**config.mk**
```make
export PLATFORM = sky130hd
export DESIGN_NAME = divider
export DESIGN_NICKNAME = d
export VERILOG_FILES = /design/src/rtl/divider.sv
export SDC_FILE = /design/constraint.sdc
export NUM_CORES = 1
export LEC_CHECK = 0
export CORE_UTILIZATION = 54
export CTS_CLUSTER_DIAMETER = 200
export DETAILED_ROUTE_END_ITERATION = 8
export GPL_ROUTABILITY_DRIVEN = 0
export HOLD_SLACK_MARGIN = 0.1
export PLACE_DENSITY = 0.84
export REMOVE_ABC_BUFFERS = 1
export SETUP_SLACK_MARGIN = 0.2
export SYNTH_ARGS = -nofsm -noshare
export SYNTH_HDL_FRONTEND = slang
export SYNTH_SLANG_ARGS = --single-unit
```
**constraint.sdc**
```tcl
create_clock -name clk -period 3.2 [get_ports clk]
set_input_delay 0.48 -clock clk [delete_from_list [all_inputs] [get_ports clk]]
set_output_delay 0.48 -clock clk [all_outputs]
set_load 0.005 [all_outputs]
```
**src/rtl/divider.sv**
```systemverilog
// Sequential unsigned restoring divider: one quotient bit per clock, divide-by-zero flagged on overflow.
// Optional DIVIDER_STICKY_DONE_EN: done/overflow held in DONE until next accepted start (default: done pulses).
module divider #(
    parameter int WIDTH = 16
) (
    input  logic             clk,
    input  logic             reset_a,
    input  logic [WIDTH-1:0] dividen,
    input  logic [WIDTH-1:0] divisor,
    input  logic             start,
    output logic [WIDTH-1:0] quotient,
    output logic [WIDTH-1:0] remainder,
    output logic             done,
    output logic             overflow
);

    localparam int CW = $clog2(WIDTH) + 1;
    localparam logic [CW-1:0] LAST_ITER = CW'(WIDTH - 1);

    typedef enum logic [1:0] {IDLE, RUN, DONE} state_t;

`ifdef DIVIDER_STICKY_DONE_EN
    localparam state_t FINISH_STATE = DONE;
`else
    localparam state_t FINISH_STATE = IDLE;
`endif

    state_t           state_q, state_d;
    logic [WIDTH-1:0] dvd_q, dvd_d;
    logic [WIDTH-1:0] dsr_q, dsr_d;
    logic [WIDTH-1:0] rem_q, rem_d;
    logic [CW-1:0]    cnt_q, cnt_d;
    logic [WIDTH-1:0] quot_q, quot_d;
    logic [WIDTH-1:0] remd_q, remd_d;
    logic             done_q, done_d;
    logic             ovf_q, ovf_d;

    // Shifted partial remainder carries one extra bit so the compare never loses the MSB.
    logic [WIDTH:0]   rem_shift;
    logic [WIDTH-1:0] rem_sub;
    logic             q_bit;
    logic             accept;

    always_comb begin
        state_d   = state_q;
        dvd_d     = dvd_q;
        dsr_d     = dsr_q;
        rem_d     = rem_q;
        cnt_d     = cnt_q;
        quot_d    = quot_q;
        remd_d    = remd_q;
        done_d    = done_q;
        ovf_d     = ovf_q;

        rem_shift = {rem_q, dvd_q[WIDTH-1]};
        q_bit     = (rem_shift >= {1'b0, dsr_q});
        rem_sub   = rem_shift[WIDTH-1:0] - dsr_q;
        accept    = start && (state_q != RUN);

        if (accept) begin
            dvd_d   = dividen;
            dsr_d   = divisor;
            rem_d   = '0;
            cnt_d   = '0;
            done_d  = 1'b0;
            ovf_d   = 1'b0;
            state_d = RUN;
        end else if (state_q == RUN) begin
            if (dsr_q == '0) begin
                quot_d  = '1;
                remd_d  = dvd_q;
                ovf_d   = 1'b1;
                done_d  = 1'b1;
                state_d = FINISH_STATE;
            end else begin
                // Quotient bits shift into the dividend register as its bits shift out.
                rem_d = q_bit ? rem_sub : rem_shift[WIDTH-1:0];
                dvd_d = {dvd_q[WIDTH-2:0], q_bit};
                cnt_d = cnt_q + 1'b1;
                if (cnt_q == LAST_ITER) begin
                    quot_d  = dvd_d;
                    remd_d  = rem_d;
                    done_d  = 1'b1;
                    state_d = FINISH_STATE;
                end
            end
        end else if (state_q == IDLE) begin
`ifndef DIVIDER_STICKY_DONE_EN
            done_d = 1'b0;
`endif
        end
    end

    always_ff @(posedge clk or negedge reset_a) begin
        if (!reset_a) begin
            state_q <= IDLE;
            dvd_q   <= '0;
            dsr_q   <= '0;
            rem_q   <= '0;
            cnt_q   <= '0;
            quot_q  <= '0;
            remd_q  <= '0;
            done_q  <= 1'b0;
            ovf_q   <= 1'b0;
        end else begin
            state_q <= state_d;
            dvd_q   <= dvd_d;
            dsr_q   <= dsr_d;
            rem_q   <= rem_d;
            cnt_q   <= cnt_d;
            quot_q  <= quot_d;
            remd_q  <= remd_d;
            done_q  <= done_d;
            ovf_q   <= ovf_d;
        end
    end

    assign quotient  = quot_q;
    assign remainder = remd_q;
    assign done      = done_q;
    assign overflow  = ovf_q;

endmodule

```
==> run summary, run 1 <==
The ratio of cells with drive above 1 in the final layout was 0.0660; the yosys synthesis warning count was 0. After detailed routing, the number of remaining DRC violations is 0. The initial antenna violation count came out at 0. The die covers 8710 um2. TritonCTS built the clock tree. The run gives 0.645 mV as the maximum ir drop on the vdd rail.

Entering global routing, the biggest net connects 89 pins. The vertical die dimension was 93.3 um; the final number of hold-violating endpoints was 0. Total of endpoints with negative setup slack in the final report: 0.

The clock reaches the later pin of the worst-skew pair after 0.37 ns. The growth of design area from synthesis to finish was 21.0%; the setup skew after layout was 0.00999 ns. Detailed routing inserted a total of 3685 vias.

In this run, synthesis produced a sequential element count of 88. The part of the Yosys area used for sequential elements is 0.489, and the transition at the pin with the smallest max-transition slack is 1.10 ns. Startpoint type of the worst setup path: a register. The worst setup path is of the reg -> reg kind. The H-tree depth is 3. After clock tree synthesis, the flow added hold-fix buffers numbering 0. Clock-pin slew reported for the worst setup and hold paths after clock tree synthesis: 0.09 ns.

The synthesized area divided by synthesized cell count was 10.0 um2. STA classifies the critical path endpoint as a register. Counting flops with a built-in enable in the synthesized netlist gives 0.

In this run the static leakage power is 0.00235 uW. Row generation in the floorplan step produced 32 rows. The tools report the number of slew-limit violations in the final report as 0. The finished layout cell area came out at 5450 um2. In this run the power density over the cells is 1280 nW/um2. STA puts the critical path data arrival time at 3.08 ns. For the aggregate global-route resource usage, the log shows 0.273. The largest buffer count on any clock path was 2; the total global routing overflow was 0.

For this block, the initial DRC count from the detailed router was 314. At the end of the flow, the number of nets in the layout was 565. The HPWL after detailed placement is 7.60 mm. The minimum clock period was 2.80 ns; the max-capacitance violation count was 0. The top flip-flop cell by instance count after synthesis was dfrtp_1. After technology mapping, the gate count stands at 450. The run gives 6980 uW as the total power after layout. The number of global-route vias before repair is 3715. Setup repair after global routing left no endpoint under its margin. In the final routed layout, each cell accounts on average for 17.7 um. After routing, the total negative slack on setup checks comes to 0 ns. Share of synthesized registers carrying an async set or reset: 1.00.

The final clock period utilization by the worst path is 0.875. Static timing analysis puts the maximum clock frequency at 357 MHz. The total area inside the core boundary comes to 7890 um2.

In this run the post-CTS setup repair buffer count came out at 0. The number of clock sinks seen by CTS was 88; the count of cells along the worst register-to-register path was 9. After detailed placement, the total cell area comes to 5210 um2. For this block, the routed nets add up to 10.9 mm of wire. The post-cts resize count was 0. The type of the tightest min-delay check was in -> async. The mapped netlist covers 4500 um2. The first global-routing pass estimated 18.2 mm of wire. The detail route stage leaves a number of antenna-violating nets equal to 0. In this run the clock root is driven by a clkbuf_8. In this run, CTS created clock tree buffers numbering 9.

For this design the top-level I/O count stands at 69. For the starting density of the core, the log shows 0.571. The tools report the number of search-and-repair iterations in the first detailed-routing pass as 4.

Port buffering added 68 buffers. The endpoint required time on the critical path is 3.48 ns, and the via density per instance is 5.97. The run gives 56 as the count of different cell masters after synthesis. The tools report the number of inserted diodes as 0. Of all nets on the critical path, the largest fanout is 17. From left edge to right edge, the die measures 93.3 um.

The tightest slew margin relative to the limit is 0.263, and the final core utilization is 0.691. The flow ran to the end, and the final reports show no timing, DRC or antenna violations.
==> critical path, cell delays in order, from the launching register on <==
cell and delay (ns):
dfrtp_1 0.43, ha_1 0.36, a21o_1 0.25, a211o_1 0.25
o21ai_2 0.26, nand3_2 0.15, a31oi_4 0.18, buf_4 0.31
mux2_2 0.38, o21ai_0 0.15
==> cell usage after synthesis (all sizes together) (2+ instances only) <==
cell,number,area [um2]
a22oi,30,225
nand3,23,120
nor2,12,45.0
o21a,4,30.0
ha,18,225
nor2b,3,18.8
a31oi,4,40.0
xnor2,8,70.1
xor2,6,52.6
nand4,2,12.5
buf,5,37.5
inv,22,82.6
a21o,4,30.0
a21oi,14,70.1
o21ai,56,284
nand2b,2,12.5
mux2,2,22.5
a221oi,2,17.5
mux2i,16,160
and3,3,20.0
dfrtp,88,2200
clkbuf,18,98.8
nor4,5,31.3
or2b,2,17.5
nand2,59,221
a211oi,2,15.0
nor3,3,15.0
o211ai,4,30.0
o22a,15,131
==> final cells by class <==
type / instances / area [um2]
clock buffers: 9 / 124
clock inverters: 6 / 116
fillers: 626 / 2440
inverters: 22 / 82.6
multi-input cells: 315 / 2060
flip-flops and latches: 88 / 2200
well taps: 102 / 128
repair buffers: 75 / 731
==> layout by cell type, fill, tap and decap left out, drive strengths merged, types with 2 or more instances in the layout <==
cell	synthesis	routed
bufinv	0	3
a211oi	2	2
nand3	23	23
nor2	12	12
inv	22	24
ha	18	18
nand2b	2	2
a21o	4	4
o21a	4	4
or2b	2	2
mux2i	16	16
nand4	2	2
mux2	2	2
nor3	3	3
nor4	5	5
xor2	6	6
buf	5	8
nor2b	3	3
a31oi	4	4
a221oi	2	2
clkbuf	18	9
xnor2	8	8
o21ai	56	56
o211ai	4	4
o22a	15	15
clkdlybuf4s50	1	67
nand2	59	59
a22oi	30	30
a21oi	14	14
dfrtp	88	88
and3	3	3
==> per-stage QoR <==
step                      hold WS [ns]  setup slack, ns  instances
after global routing             0.402            0.296        617
final                            0.291            0.401        617
after floorplan                  0.184            0.183        425
after global placement           0.468            0.605        602
after detailed placement         0.490            0.483        602
after CTS                        0.357            0.423        617
==> logic make-up (layout without fill, tap and decap cells) <==
logic type / count (synthesis) / in the layout / synth area share
AOI/OAI and AO/OA: 141 / 141 / 0.205
xor gates and xnor gates: 14 / 14 / 0.0272
adders and majority gates: 19 / 19 / 0.0545
buffers and inverters: 47 / 112 / 0.0539
DFF: 88 / 88 / 0.489
muxes: 18 / 18 / 0.0406
and+or+nand+nor: 123 / 123 / 0.130
==> flip-flops by register name (all words and copies together) (netlist names) <==
signal,count
remainder,16
dvd_q,16
cnt_q,5
quotient,16
overflow,1
done,1
state_q,1
dsr_q,16
rem_q,16
==> metal layers <==
| metal | track usage | wire (um) | vias up |
|---|---|---|---|
| met4 | 0.112 | 209 | 0 |
| li1 | - | - | 1741 |
| met2 | 0.456 | 5460 | 113 |
| met1 | 0.358 | 4770 | 1807 |
| met5 | 0 | 0 | - |
| met3 | 0.0374 | 474 | 24 |
==> report_power, final <==
part / switching (uW) / internal [uW] / total (uW) / leakage [uW]
Sequential: 460 / 1690 / 2150 / 0.00107
Clock: 414 / 521 / 935 / 0.000120
Combinational: 2050 / 1840 / 3890 / 0.00116
Total: 2930 / 4050 / 6980 / 0.00235
==> worst paths after layout <==
path                            slack (ns)     start      endpoint
min in group clk                      0.50      done          done
max in group asynchronous             2.17   reset_a      dsr_q[8]
worst max-delay path                  0.40  rem_q[3]  remainder[0]
worst max register to register        0.40  rem_q[3]  remainder[0]
worst min register to register        0.50      done          done
worst min-delay path                  0.29   reset_a      dsr_q[5]
Power figures use the tool's default switching activity.
==> inputs of run 2 (changes only) <==
--- a/config.mk
+++ b/config.mk
@@ -8,7 +8,6 @@
 export CORE_UTILIZATION = 54
 export CTS_CLUSTER_DIAMETER = 200
 export DETAILED_ROUTE_END_ITERATION = 8
-export GPL_ROUTABILITY_DRIVEN = 0
 export HOLD_SLACK_MARGIN = 0.1
 export PLACE_DENSITY = 0.84
 export REMOVE_ABC_BUFFERS = 1
==> run 2 against run 1 <==
  * Routed wire length shrank 2.3%
  * Global-route usage shrank 0.80 points
  * Core utilization decreased by 0.60 points
  * Maximum frequency is 0.82% higher
  * Largest power group unchanged
  * Count of clock-buffer cells in the layout up 1
  * Flip-flop and latch count is the same
  * Clock power is 22% lower
  * Non-clock buffer count grew 2
==> run summary, run 2 (synthesized netlist as in run 1, its figures left out) <==
For this block, the routed nets add up to 10.7 mm of wire. The pin count of the biggest net entering global routing came out at 49. IR analysis of the VDD net gives a maximum drop of 0.697 mV.

Derived from the worst setup path, the maximum achievable clock frequency is 360 MHz. The total setup buffers inserted after CTS came out at 0. The library cell used most frequently in the layout, excluding fill and tap cells, is dfrtp_1. The final clock period utilization by the worst path came out at 0.868. The ratio of cells with drive above 1 in the final layout works out to 0.0695. The setup skew after layout is 0.0176 ns. Biggest fanout along the worst timing path: 5. STA classifies the critical path startpoint as a register. The total area inside the core boundary comes to 7890 um2. Post-CTS repair changed the size of 0 cells. For this block, the initial DRC count from the detailed router was 203. The run gives 0.891 as the placer's final routability congestion estimate. TritonCTS built the clock tree.

The number of core rows came out at 32. After clock tree synthesis, the clock-pin slew on the worst setup and hold paths is 0.10 ns. The minimum clock period is 2.78 ns. For this design the top-level I/O count stands at 69. The first detailed-routing pass ran for 5 iterations.

Summing all non-filler instances in the final layout gives an area of 5400 um2. For the number of global-route vias before repair, the log shows 3697. For the remaining antenna violation count, the log shows 0.

The number of inserted diodes is 0, and the cell total after placement is 604. Relative to the synthesized area, the layout overhead comes to 20.0%. The post-layout net count was 567. Max-cap violations in this run came to 0. The logs give 0 for the final number of hold-violating endpoints and 2 for the largest buffer count on any clock path. Starting density of the core: 0.571.

The clock reaches the later pin of the worst-skew pair after 0.36 ns. Hold is met by 0.130 ns. The vertical die dimension came out at 93.3 um. The horizontal extent of the die was 93.3 um; the placed standard-cell area was 5220 um2. The final route contains 3633 vias. Setup repair after global routing left no endpoint under its margin. The clock root buffer was clkbuf_8.

For the pin with the worst max-slew slack, the measured transition is 0.861 ns. The run gives 620 as the number of standard cells in the final layout excluding fillers. The total of buffers placed on input and output ports was 68; the power density over the cells was 1240 nW/um2.

In the final timing run, aggregate negative setup slack is 0 ns. The number of clock sinks seen by CTS was 88. The H-tree generated during clock tree synthesis spans 3 levels. The run gives 0.00232 uW as the leakage power total. The wire length of the first global-routing pass was 17.8 mm. The critical path is of the reg -> reg type. The cts-stage hold buffer count is 0. In the layout the commonest cells are dfrtp_1, clkdlybuf4s50_1, nand2_1. The logs give 0 for the number of slew-limit violations in the final report and 8710 um2 for the overall die area. Clock tree synthesis inserted a total of 9 buffers. The tightest slew margin relative to the limit came out at 0.426. After detailed routing, the average wire length per cell comes to 17.2 um. The endpoint required time on the critical path is 3.41 ns. For this run the aggregate overflow at the end of global routing stands at 0. The via density per instance was 5.86. The data arrival time of the worst path was 2.99 ns; the sum of net half-perimeters after detailed placement was 7.67 mm.

The min-delay analysis places its worst path in the category in -> async. Setup violations remaining at the end of the flow were counted as 0. The flow ran to the end, and the final reports show no timing, DRC or antenna violations. The tools report the number of remaining DRC errors as 0.

The worst setup path is captured at a register. The aggregate global-route resource usage is 0.265. For flop-to-flop paths, the worst setup slack is 0.42 ns. The run gives 0 as the initial antenna violation count. The design draws 6710 uW.
[run 2: changes by cell type in the layout (fill, tap and decap cells not counted)]
cell	before	now
buf_4	8	10
bufinv_16	3	0
clkbuf_1	0	1
clkinvlp_4	0	2
inv_6	2	3
[run 2: layout make-up]
type	count	area, um2
fill	614	2490
tap	102	128
sequential	88	2200
timing repair buffer	77	746
clock buffer	10	128
clock inverter	6	50.0
inverter	22	82.6
multi-input combinational	315	2060
[run 2: final timing paths]
check	startpoint	end	depth (start not counted)
setup / recovery	dvd_q[15]	rem_q[14]	12
hold / removal	reset_a	dsr_q[14]	1
setup reg to reg	dvd_q[15]	rem_q[14]	12
hold reg to reg	done	done	2
max in group asynchronous	reset_a	remainder[9]	2
min in group clk	done	done	2
[run 2: stage by stage]
step	setup slack, ns	util
after floorplan	0.183	-
after global placement	0.485	0.662
after detailed placement	0.446	0.662
after CTS	0.431	0.685
after global routing	0.227	0.685
final	0.424	0.685
[run 2: where the power goes]
group	internal, uW	switching (uW)	leakage (uW)
Clock	293	436	0.0000839
Combinational	1840	2000	0.00117
Sequential	1690	451	0.00107
[run 2: worst max-delay path, stage by stage, from the launching register on]
cell      delay [ns]
dfrtp_1         0.42
inv_1           0.15
ha_1            0.18
inv_1           0.05
fa_1            0.40
a21o_1          0.22
a221oi_1        0.25
buf_4           0.19
o221ai_1        0.16
a21oi_1         0.21
xnor2_1         0.09
mux2i_1         0.20
o21ai_0         0.11
[run 2: layer usage]
metal,vias up,part of all wire,track usage
li1,1749,-,-
met1,1759,0.45,0.360
met2,108,0.49,0.434
met3,17,0.048,0.0423
met4,0,0.014,0.0872
met5,-,0,0
==> inputs of run 3 (changes only) <==
--- a/config.mk
+++ b/config.mk
@@ -12,6 +12,7 @@
 export PLACE_DENSITY = 0.84
 export REMOVE_ABC_BUFFERS = 1
 export SETUP_SLACK_MARGIN = 0.2
+export SLEW_MARGIN = 10
 export SYNTH_ARGS = -nofsm -noshare
 export SYNTH_HDL_FRONTEND = slang
 export SYNTH_SLANG_ARGS = --single-unit
==> results of run 3 <==
No change in the layout: final DEF, timing and power equal those of run 2.
